## config.mk

```make
export PLATFORM = sky130hd
export DESIGN_NAME = ctrl_decode_pipe
export DESIGN_NICKNAME = d
export VERILOG_FILES = /design/src/rtl/ctrl_decode_pipe.sv
export SDC_FILE = /design/constraint.sdc
export NUM_CORES = 1
export LEC_CHECK = 0
export BUFFER_PORTS_ARGS = -buffer_cell sky130_fd_sc_hd__buf_2
export CORE_ASPECT_RATIO = 1.4
export CORE_UTILIZATION = 25
export DETAILED_ROUTE_END_ITERATION = 8
export SYNTH_ARGS = -nofsm -noshare
export SYNTH_HDL_FRONTEND = slang
export SYNTH_SLANG_ARGS = --single-unit
```

## constraint.sdc

```tcl
create_clock -name clk -period 7.75 [get_ports clk]
set_clock_uncertainty 0.15 [all_clocks]
set_input_delay 1.9375 -clock clk [delete_from_list [all_inputs] [get_ports clk]]
set_output_delay 1.9375 -clock clk [all_outputs]
set_load 0.01 [all_outputs]
```

## src/rtl/ctrl_decode_pipe.sv

```systemverilog
// ctrl_decode_pipe
// Registered, handshaked control-decode stage sitting between instruction
// fetch and execute. The 5-bit opcode is turned into the CPU control bundle
// and held in a valid/ready pipeline register. The stage also supports a
// flush, multi-cycle occupancy for mul/div, flagging of the unassigned
// opcode and a sticky halt state.
//
// Ports
//   clk, rst            rising-edge clock, synchronous active-high reset
//   in_valid/in_ready   fetch-side handshake; instr/pc are the offered word
//   flush               drop the held instruction and any mul/div occupancy
//   out_valid/out_ready execute-side handshake for the registered bundle
//   out_instr, out_pc   registered copies of the accepted instr/pc
//   imm_sel .. call     decoded control fields (zero whenever out_valid=0)
//   illegal             the held opcode is the unassigned 0x0F
//   busy                a mul/div is occupying the stage
//   halted              a halt has been accepted; only rst clears this
module ctrl_decode_pipe #(
    parameter int INSTR_W    = 32,
    parameter int OPCODE_LSB = 27,
    parameter int PC_W       = 16,
    parameter int MUL_CYCLES = 2,
    parameter int DIV_CYCLES = 8,
    parameter int CNT_W      = 4
) (
    input  logic               clk,
    input  logic               rst,
    input  logic               in_valid,
    output logic               in_ready,
    input  logic [INSTR_W-1:0] instr,
    input  logic [PC_W-1:0]    pc,
    input  logic               flush,
    output logic               out_valid,
    input  logic               out_ready,
    output logic [INSTR_W-1:0] out_instr,
    output logic [PC_W-1:0]    out_pc,
    output logic [1:0]         imm_sel,
    output logic [1:0]         reg_dst_sel,
    output logic [1:0]         sp_sel,
    output logic               branch_type,
    output logic               branch_sel,
    output logic               cmp,
    output logic               returni,
    output logic               mem_addr_sel,
    output logic               mem_wr,
    output logic               mem_rd,
    output logic               wb_sel,
    output logic               reg_wr,
    output logic               call,
    output logic               illegal,
    output logic               busy,
    output logic               halted
);

    localparam logic [4:0] OP_MUL  = 5'h06;
    localparam logic [4:0] OP_DIV  = 5'h08;
    localparam logic [4:0] OP_HALT = 5'h1F;

    // Counter preload values: the accept edge itself is the first cycle of
    // occupancy, so the counter starts at L-1 and releases when it reads 1.
    localparam logic [CNT_W-1:0] MUL_LOAD = CNT_W'(MUL_CYCLES - 1);
    localparam logic [CNT_W-1:0] DIV_LOAD = CNT_W'(DIV_CYCLES - 1);
    localparam logic [CNT_W-1:0] CNT_ONE  = CNT_W'(1);

    typedef enum logic [1:0] {
        RUN    = 2'd0,
        MULTI  = 2'd1,
        HALTED = 2'd2
    } state_t;

    typedef struct packed {
        logic [1:0] imm_sel;
        logic [1:0] reg_dst_sel;
        logic [1:0] sp_sel;
        logic       branch_type;
        logic       branch_sel;
        logic       cmp;
        logic       returni;
        logic       mem_addr_sel;
        logic       mem_wr;
        logic       mem_rd;
        logic       wb_sel;
        logic       reg_wr;
        logic       call;
        logic       illegal;
    } ctrl_t;

    state_t             state;
    logic [CNT_W-1:0]   cnt;
    logic               valid_q;
    ctrl_t              out_ctrl;
    logic [INSTR_W-1:0] out_instr_q;
    logic [PC_W-1:0]    out_pc_q;

    // A mul/div parks its bundle here while it occupies the stage, so the
    // visible output register stays a cleared bubble until it completes.
    ctrl_t              pend_ctrl;
    logic [INSTR_W-1:0] pend_instr;
    logic [PC_W-1:0]    pend_pc;

    logic [4:0]         opcode;
    ctrl_t              dec;
    logic               accept;
    logic               consume;
    logic               is_multi;
    logic [CNT_W-1:0]   multi_load;

    assign opcode = instr[OPCODE_LSB +: 5];

    // Opcode to control-bundle mapping. Anything not listed (nop, halt)
    // leaves every field at zero; 0x0F additionally raises illegal.
    always_comb begin
        dec = '0;
        case (opcode)
            5'h02, 5'h04, 5'h06, 5'h08, 5'h0A, 5'h0C, 5'h10: begin
                dec.reg_dst_sel = 2'b10;
                dec.reg_wr      = 1'b1;
            end
            5'h03, 5'h05, 5'h0B, 5'h0D, 5'h11: begin
                dec.imm_sel     = 2'b01;
                dec.reg_dst_sel = 2'b01;
                dec.reg_wr      = 1'b1;
            end
            5'h0E: begin
                dec.reg_dst_sel = 2'b01;
                dec.reg_wr      = 1'b1;
            end
            5'h07, 5'h1E: begin
                dec.reg_wr = 1'b1;
            end
            5'h01: begin
                dec.reg_dst_sel  = 2'b10;
                dec.mem_addr_sel = 1'b1;
                dec.sp_sel       = 2'b10;
                dec.mem_rd       = 1'b1;
                dec.wb_sel       = 1'b1;
                dec.reg_wr       = 1'b1;
            end
            5'h09: begin
                dec.mem_addr_sel = 1'b1;
                dec.sp_sel       = 2'b01;
                dec.mem_wr       = 1'b1;
            end
            5'h12: begin
                dec.cmp = 1'b1;
            end
            5'h13, 5'h14, 5'h15, 5'h16, 5'h18: begin
                dec.imm_sel     = 2'b10;
                dec.branch_type = 1'b1;
                dec.branch_sel  = 1'b1;
            end
            5'h17: begin
                dec.imm_sel    = 2'b10;
                dec.branch_sel = 1'b1;
            end
            5'h19: begin
                dec.branch_type = 1'b1;
                dec.branch_sel  = 1'b1;
                dec.reg_wr      = 1'b1;
                dec.call        = 1'b1;
            end
            5'h1A: begin
                dec.branch_sel = 1'b1;
            end
            5'h1B: begin
                dec.returni = 1'b1;
            end
            5'h1C: begin
                dec.imm_sel = 2'b01;
                dec.mem_wr  = 1'b1;
            end
            5'h1D: begin
                dec.reg_dst_sel = 2'b01;
                dec.mem_rd      = 1'b1;
                dec.wb_sel      = 1'b1;
                dec.reg_wr      = 1'b1;
            end
            5'h0F: begin
                dec.illegal = 1'b1;
            end
            default: begin
                dec = '0;
            end
        endcase
    end

    // Ready depends combinationally on out_ready so a continuously drained
    // stage sustains one instruction per cycle.
    assign in_ready = (state == RUN) && !flush && !rst && (!valid_q || out_ready);
    assign accept   = in_valid && in_ready;
    assign consume  = valid_q && out_ready;

    // Only mul/div with an occupancy above one cycle take the MULTI path;
    // a one-cycle setting falls through to the ordinary single-cycle path.
    assign is_multi = ((opcode == OP_MUL) && (MUL_CYCLES > 1)) ||
                      ((opcode == OP_DIV) && (DIV_CYCLES > 1));
    assign multi_load = (opcode == OP_MUL) ? MUL_LOAD : DIV_LOAD;

    // Stage state machine and pipeline register. Flush takes priority over
    // everything except reset, and leaves HALTED in place. Every path that
    // drops out_valid also clears the bundle so bubbles read as zero.
    always_ff @(posedge clk) begin
        if (rst) begin
            state       <= RUN;
            cnt         <= '0;
            valid_q     <= 1'b0;
            out_ctrl    <= '0;
            out_instr_q <= '0;
            out_pc_q    <= '0;
            pend_ctrl   <= '0;
            pend_instr  <= '0;
            pend_pc     <= '0;
        end else if (flush) begin
            valid_q     <= 1'b0;
            out_ctrl    <= '0;
            out_instr_q <= '0;
            out_pc_q    <= '0;
            cnt         <= '0;
            if (state == MULTI) begin
                state <= RUN;
            end
        end else begin
            case (state)
                RUN: begin
                    if (accept) begin
                        if (is_multi) begin
                            pend_ctrl   <= dec;
                            pend_instr  <= instr;
                            pend_pc     <= pc;
                            cnt         <= multi_load;
                            valid_q     <= 1'b0;
                            out_ctrl    <= '0;
                            out_instr_q <= '0;
                            out_pc_q    <= '0;
                            state       <= MULTI;
                        end else begin
                            out_ctrl    <= dec;
                            out_instr_q <= instr;
                            out_pc_q    <= pc;
                            valid_q     <= 1'b1;
                            if (opcode == OP_HALT) begin
                                state <= HALTED;
                            end
                        end
                    end else if (consume) begin
                        valid_q     <= 1'b0;
                        out_ctrl    <= '0;
                        out_instr_q <= '0;
                        out_pc_q    <= '0;
                    end
                end
                MULTI: begin
                    if (cnt == CNT_ONE) begin
                        out_ctrl    <= pend_ctrl;
                        out_instr_q <= pend_instr;
                        out_pc_q    <= pend_pc;
                        valid_q     <= 1'b1;
                        cnt         <= '0;
                        state       <= RUN;
                    end else begin
                        cnt <= cnt - 1'b1;
                    end
                end
                HALTED: begin
                    if (consume) begin
                        valid_q     <= 1'b0;
                        out_ctrl    <= '0;
                        out_instr_q <= '0;
                        out_pc_q    <= '0;
                    end
                end
                default: begin
                    state <= RUN;
                end
            endcase
        end
    end

    assign out_valid    = valid_q;
    assign out_instr    = out_instr_q;
    assign out_pc       = out_pc_q;
    assign imm_sel      = out_ctrl.imm_sel;
    assign reg_dst_sel  = out_ctrl.reg_dst_sel;
    assign sp_sel       = out_ctrl.sp_sel;
    assign branch_type  = out_ctrl.branch_type;
    assign branch_sel   = out_ctrl.branch_sel;
    assign cmp          = out_ctrl.cmp;
    assign returni      = out_ctrl.returni;
    assign mem_addr_sel = out_ctrl.mem_addr_sel;
    assign mem_wr       = out_ctrl.mem_wr;
    assign mem_rd       = out_ctrl.mem_rd;
    assign wb_sel       = out_ctrl.wb_sel;
    assign reg_wr       = out_ctrl.reg_wr;
    assign call         = out_ctrl.call;
    assign illegal      = out_ctrl.illegal;
    assign busy         = (state == MULTI);
    assign halted       = (state == HALTED);

endmodule

```

* Word-level counts from Yosys, hierarchy flattened *
Index checks and enable logic that the tools add are counted.

cells by class
  $add $sub $neg = 1
  $mul = 0
  div/mod/pow operators = 0
  order comparisons = 0
  equal/unequal tests = 42
  shifts and indexed selects = 0
  muxes and demuxes = 45
  bitwise logic cells = 1
  reductions and logical operators = 28

operators by type and width
  kind                  count
  $mux W32              4
  $pmux W32 S3          1
  $eq A5 B5 Y1 const B  16
  $mux W17              4
  $mux W16              4
  $pmux W17 S3          1
  $pmux W16 S3          1
  $eq A5 B4 Y1 const B  8
  $eq A5 B3 Y1 const B  4
  $reduce_or A18 Y1     1
  $reduce_or A6 Y1      3
  $reduce_or A8 Y1      2
  $mux W2               7
  $mux W1               13
  $mux W4               3
  $pmux W2 S2           3
  $eq A5 B2 Y1 const B  2
  $pmux W4 S2           1
  $reduce_or A2 Y1      4
  $reduce_or A7 Y1      1
  $ne A2 B2 Y1 const B  3
  $pmux W2 S3           1
  $eq A5 B1 Y1 const B  1
  $logic_and A1 B1 Y1   5
  other kinds (20)      24

storage, ports and cells
  register bits = 137
  bits in latches = 0
  RAM bits = 0
  ROM bits = 0
  input bits = 53
  output and inout port bits = 69
  logic and storage cells = 152
  memories kept = 0

* Longest topological paths before layout *
  word-level depth = 8
  mapped depth = 9
  gate-level depth less buffers = 7

* Worst setup path before layout *
Ideal clock, no wire load.

  path kind = input to output
  from = in flush
  to = out in_ready
  data arrival time = 2441 ps
  data required time = 5662 ps
  path slack = 3222 ps
  stages on the path = 3
  path buffers = 0
  path through = nor2_1 -> nand2_1 -> nor2_1

on the way
  cells in the longest elaborated chain, start to end = 4

ends and longest elaborated chain
  what                              RTL line  source
  from (decl)                       32        input logic flush,
  $logic_not A1 Y1                  189       assign in_ready = (state == RUN) && !flush && !rst && (!valid_q || out_ready);
  $logic_and A1 B1 Y1 (3 in a row)  189
  to (decl)                         29        output logic in_ready,

Every way passes these cells.

* Final worst setup path *
  from = in out_ready
  to = out in_ready

on the way
  cells in the longest elaborated chain, start to end = 2

ends and longest elaborated chain
  what                 RTL line  source
  from (decl)          34        input logic out_ready,
  $logic_or A1 B1 Y1   189
  $logic_and A1 B1 Y1  189

Every way passes these cells.

==> summary.txt <==
Logic synthesis
  – Count leader, synth: dfxtp_1
  – Synth top area share: between 40% and 50%
  – Synth unique cells: 54
  – Mapped Area: 5560 um2
  – Yosys reg bits: 136
  – Commonest cells in the netlist: dfxtp_1 (136), nand2_1 (91), o21ai_0 (63), a22oi_1 (48), a22o_1 (46)
  – Number of synthesized flops with an enable pin: 0
  – FFs w/ async S/R, synth: 0%
  – Post-synth top area cell: dfxtp_1
  – Top FF cell, synth: dfxtp_1
  – Yosys warning count: 0
  – Syn avg cell area: around 9.0 um2
  – Gate Count Post-Synth: approximately 620
  – Register area share after synthesis: 48.96%
  – Synth area leaders: dfxtp_1 (49%), a22o_1 (7.2%), a22oi_1 (6.5%)
  – Synth Net Count: a little under 700

Global route
  – Antenna violations before repair: 0
  – Total gr overflow: 0
  – First-pass GRT wire length: 25850 um
  – Gr usage total: 14.73%
  – Largest net degree at the start of global routing: 63
  – Number of global-route vias before repair: 4747

Worst setup path
  – CP required: 5.66 ns
  – Worst Path Max Fanout: 10
  – Kind of critical path: in2out
  – Worst Setup End Kind: output port
  – CP Launch Type: primary input
  – Arr. time, crit path: between 2 and 3 ns

Floorplan
  – Core area: between 20000 and 25000 um2
  – Die width: 128.0 um
  – Die extent in y: 178.5 um
  – # IOs: 122
  – Std cell rows: 64
  – Initial core utilization: between 20% and 30%
  – Die ar.: 22850 um2

STA
  – Final min period: 5.021 ns
  – Rel. slew slack: 18.38%
  – Fmax: about 200 MHz
  – RSZ-0062 raised after global routing: no
  – # setup viols final: 0
  – Final hold viol count: 0
  – Hold WS: 0.2919 ns
  – Worst-margin pin slew: between 1 and 1.5 ns
  – Period utilization: approximately 65%
  – TNS Setup: 0 ns
  – Max Slew Vio Count: 0

Clock tree
  – CTS root buffer: clkbuf_16
  – Post-CTS Setup Repair Bufs: 0
  – CTS Buf Count: 17
  – H-Tree Depth: 4
  – Post_cts resized: 0
  – Reg clk slew, reported paths: around 0.05 ns
  – Clock sink total: 136
  – Clock buffer depth: 2
  – Clock Latency Late Sink: 0.41 ns
  – Post-CTS Hold Buffers: 0
  – CTS tree: built

Routing
  – Post-Route WL: 16260 um
  – Iter 0 DRT Violations: 285
  – DR DRC count: 0
  – TritonRoute pass-1 iters: 4
  – Number of nets with antenna violations after routing: 0
  – WL per Instance: around 16 um
  – DR vias: 5003
  – Vias per inst: 4.881

Layout
  – Share of cells above drive strength 1: a little under a quarter
  – ANT cells: 0
  – Final std cells w/o fill: between 1000 and 1500
  – Storage cell area: 2723 um2
  – Footprint of the multi-input gates: about 2600 um2
  – Layout area overhead: 25.95%
  – Layout Utilization: 32.03%
  – NumNets Final: 774
  – # fillers: approximately 2300

Run
  – Max-cap violations: 0

Place
  – Hpwl dp: about 10000 um
  – RD Place Congestion: 0.8135
  – DP Cell Count: 993
  – I/O Buffers: 121

Power and ir drop
  – Pwr dens: 225.3 nW/um2
  – Clock share of power: 49.5%
  – LEAKAGE: approximately 2.7 nW
  – Total power: 1.578 mW
  – Sw Share: 23.27%
  – Sw power: 367.2 uW
  – Internal power: between 1 and 1.5 mW
  – Max rail drop VDD: between 0.1 and 0.15 mV
  – Flop pwr share: 44.9%
  – Logic pwr share: 5.6%

Worst hold path
  – Min-delay worst type: reg2reg

Outcome
  – Outcome: finished, final reports clean
[cell type report]
cell class / count / area share [%]
Clock buffer: 22 / 6.914
Tap cell: 297 / 5.306
Multi-Input combinational cell: 424 / 37.73
Inverter: 8 / 0.4288
Sequential cell: 136 / 38.88
Clock inverter: 10 / 1.340
Timing Repair Buffer: 128 / 9.398
[registers in the layout (all words and copies together) (netlist names), 2 cells and up]
| register | cells |
|---|---|
| imm_sel | 2 |
| state | 2 |
| out_pc | 16 |
| reg_dst_sel | 2 |
| pend_ctrl | 16 |
| pend_pc | 16 |
| sp_sel | 2 |
| pend_instr | 32 |
| out_instr | 32 |
| cnt | 4 |
[metrics by stage]
stage          setup WS (ns)  area [um2]
2_1_floorplan          3.222        5560
3_3_place_gp           2.724        6425
3_5_place_dp           2.713        6425
4_1_cts                2.716        7003
5_1_grt                2.614        7003
6_report               2.729        7003
[layer usage]
metal,vias up,track usage [%],routed length [um]
met5,-,0,0
met4,0,7.157,467
met3,30,3.689,716
met2,145,25.61,8078
met1,2367,16.70,6999
li1,2461,-,-
[placed cells by master (no fill, tap or decap), types with 5 or more instances in the layout]
cell type	n
a21o_1	6
a21oi_1	24
a22o_1	46
a22oi_1	48
a31oi_1	5
a32oi_1	5
and2_1	19
buf_2	121
buf_4	7
clkbuf_16	17
dfxtp_1	136
ha_1	6
inv_1	8
nand2_1	91
nand3_1	10
nor2_1	19
nor3_1	7
o21a_1	5
o21ai_0	63
[power by group through the flow]
| stage | clock, mW | sequential [mW] | combinational, mW |
|---|---|---|---|
| final | 0.782 | 0.709 | 0.0879 |
| after global routing | 0.836 | 0.709 | 0.0978 |
| after CTS | 0.799 | 0.709 | 0.0891 |
| after detailed placement | 0 | 0.724 | 0.0889 |
| after global placement | 0 | 0.724 | 0.0883 |
| after floorplan | 0 | 0.725 | 0.0469 |
[cells by family (layout without fill, tap and decap cells)]
kind of cell / after synthesis / after routing / share of synthesized area [%]
XOR/XNOR: 3 / 3 / 0.4726
AND/OR/NAND/NOR: 176 / 176 / 14.90
AO/OA/AOI/OAI: 237 / 237 / 29.88
multiplexers: 2 / 2 / 0.3825
adder cells (fa/ha/maj): 6 / 6 / 1.350
flip-flops: 136 / 136 / 48.96
buffers and inverters: 57 / 168 / 4.050
[worst paths after layout]
check	start	to	slack, ns	cells after the start
worst min-delay path	out_instr[7]	out_instr[7]	0.29	2
worst min register to register	out_instr[7]	out_instr[7]	0.29	2
worst max register to register	cnt[1]	returni	4.68	8
worst max-delay path	out_ready	in_ready	2.73	4
[worst max-delay path, stage by stage]
cell and delay (ns):
buf_2 0.11, nor2b_1 0.62, nor2_1 0.09, buf_2 0.17
Power figures use the tool's default switching activity.
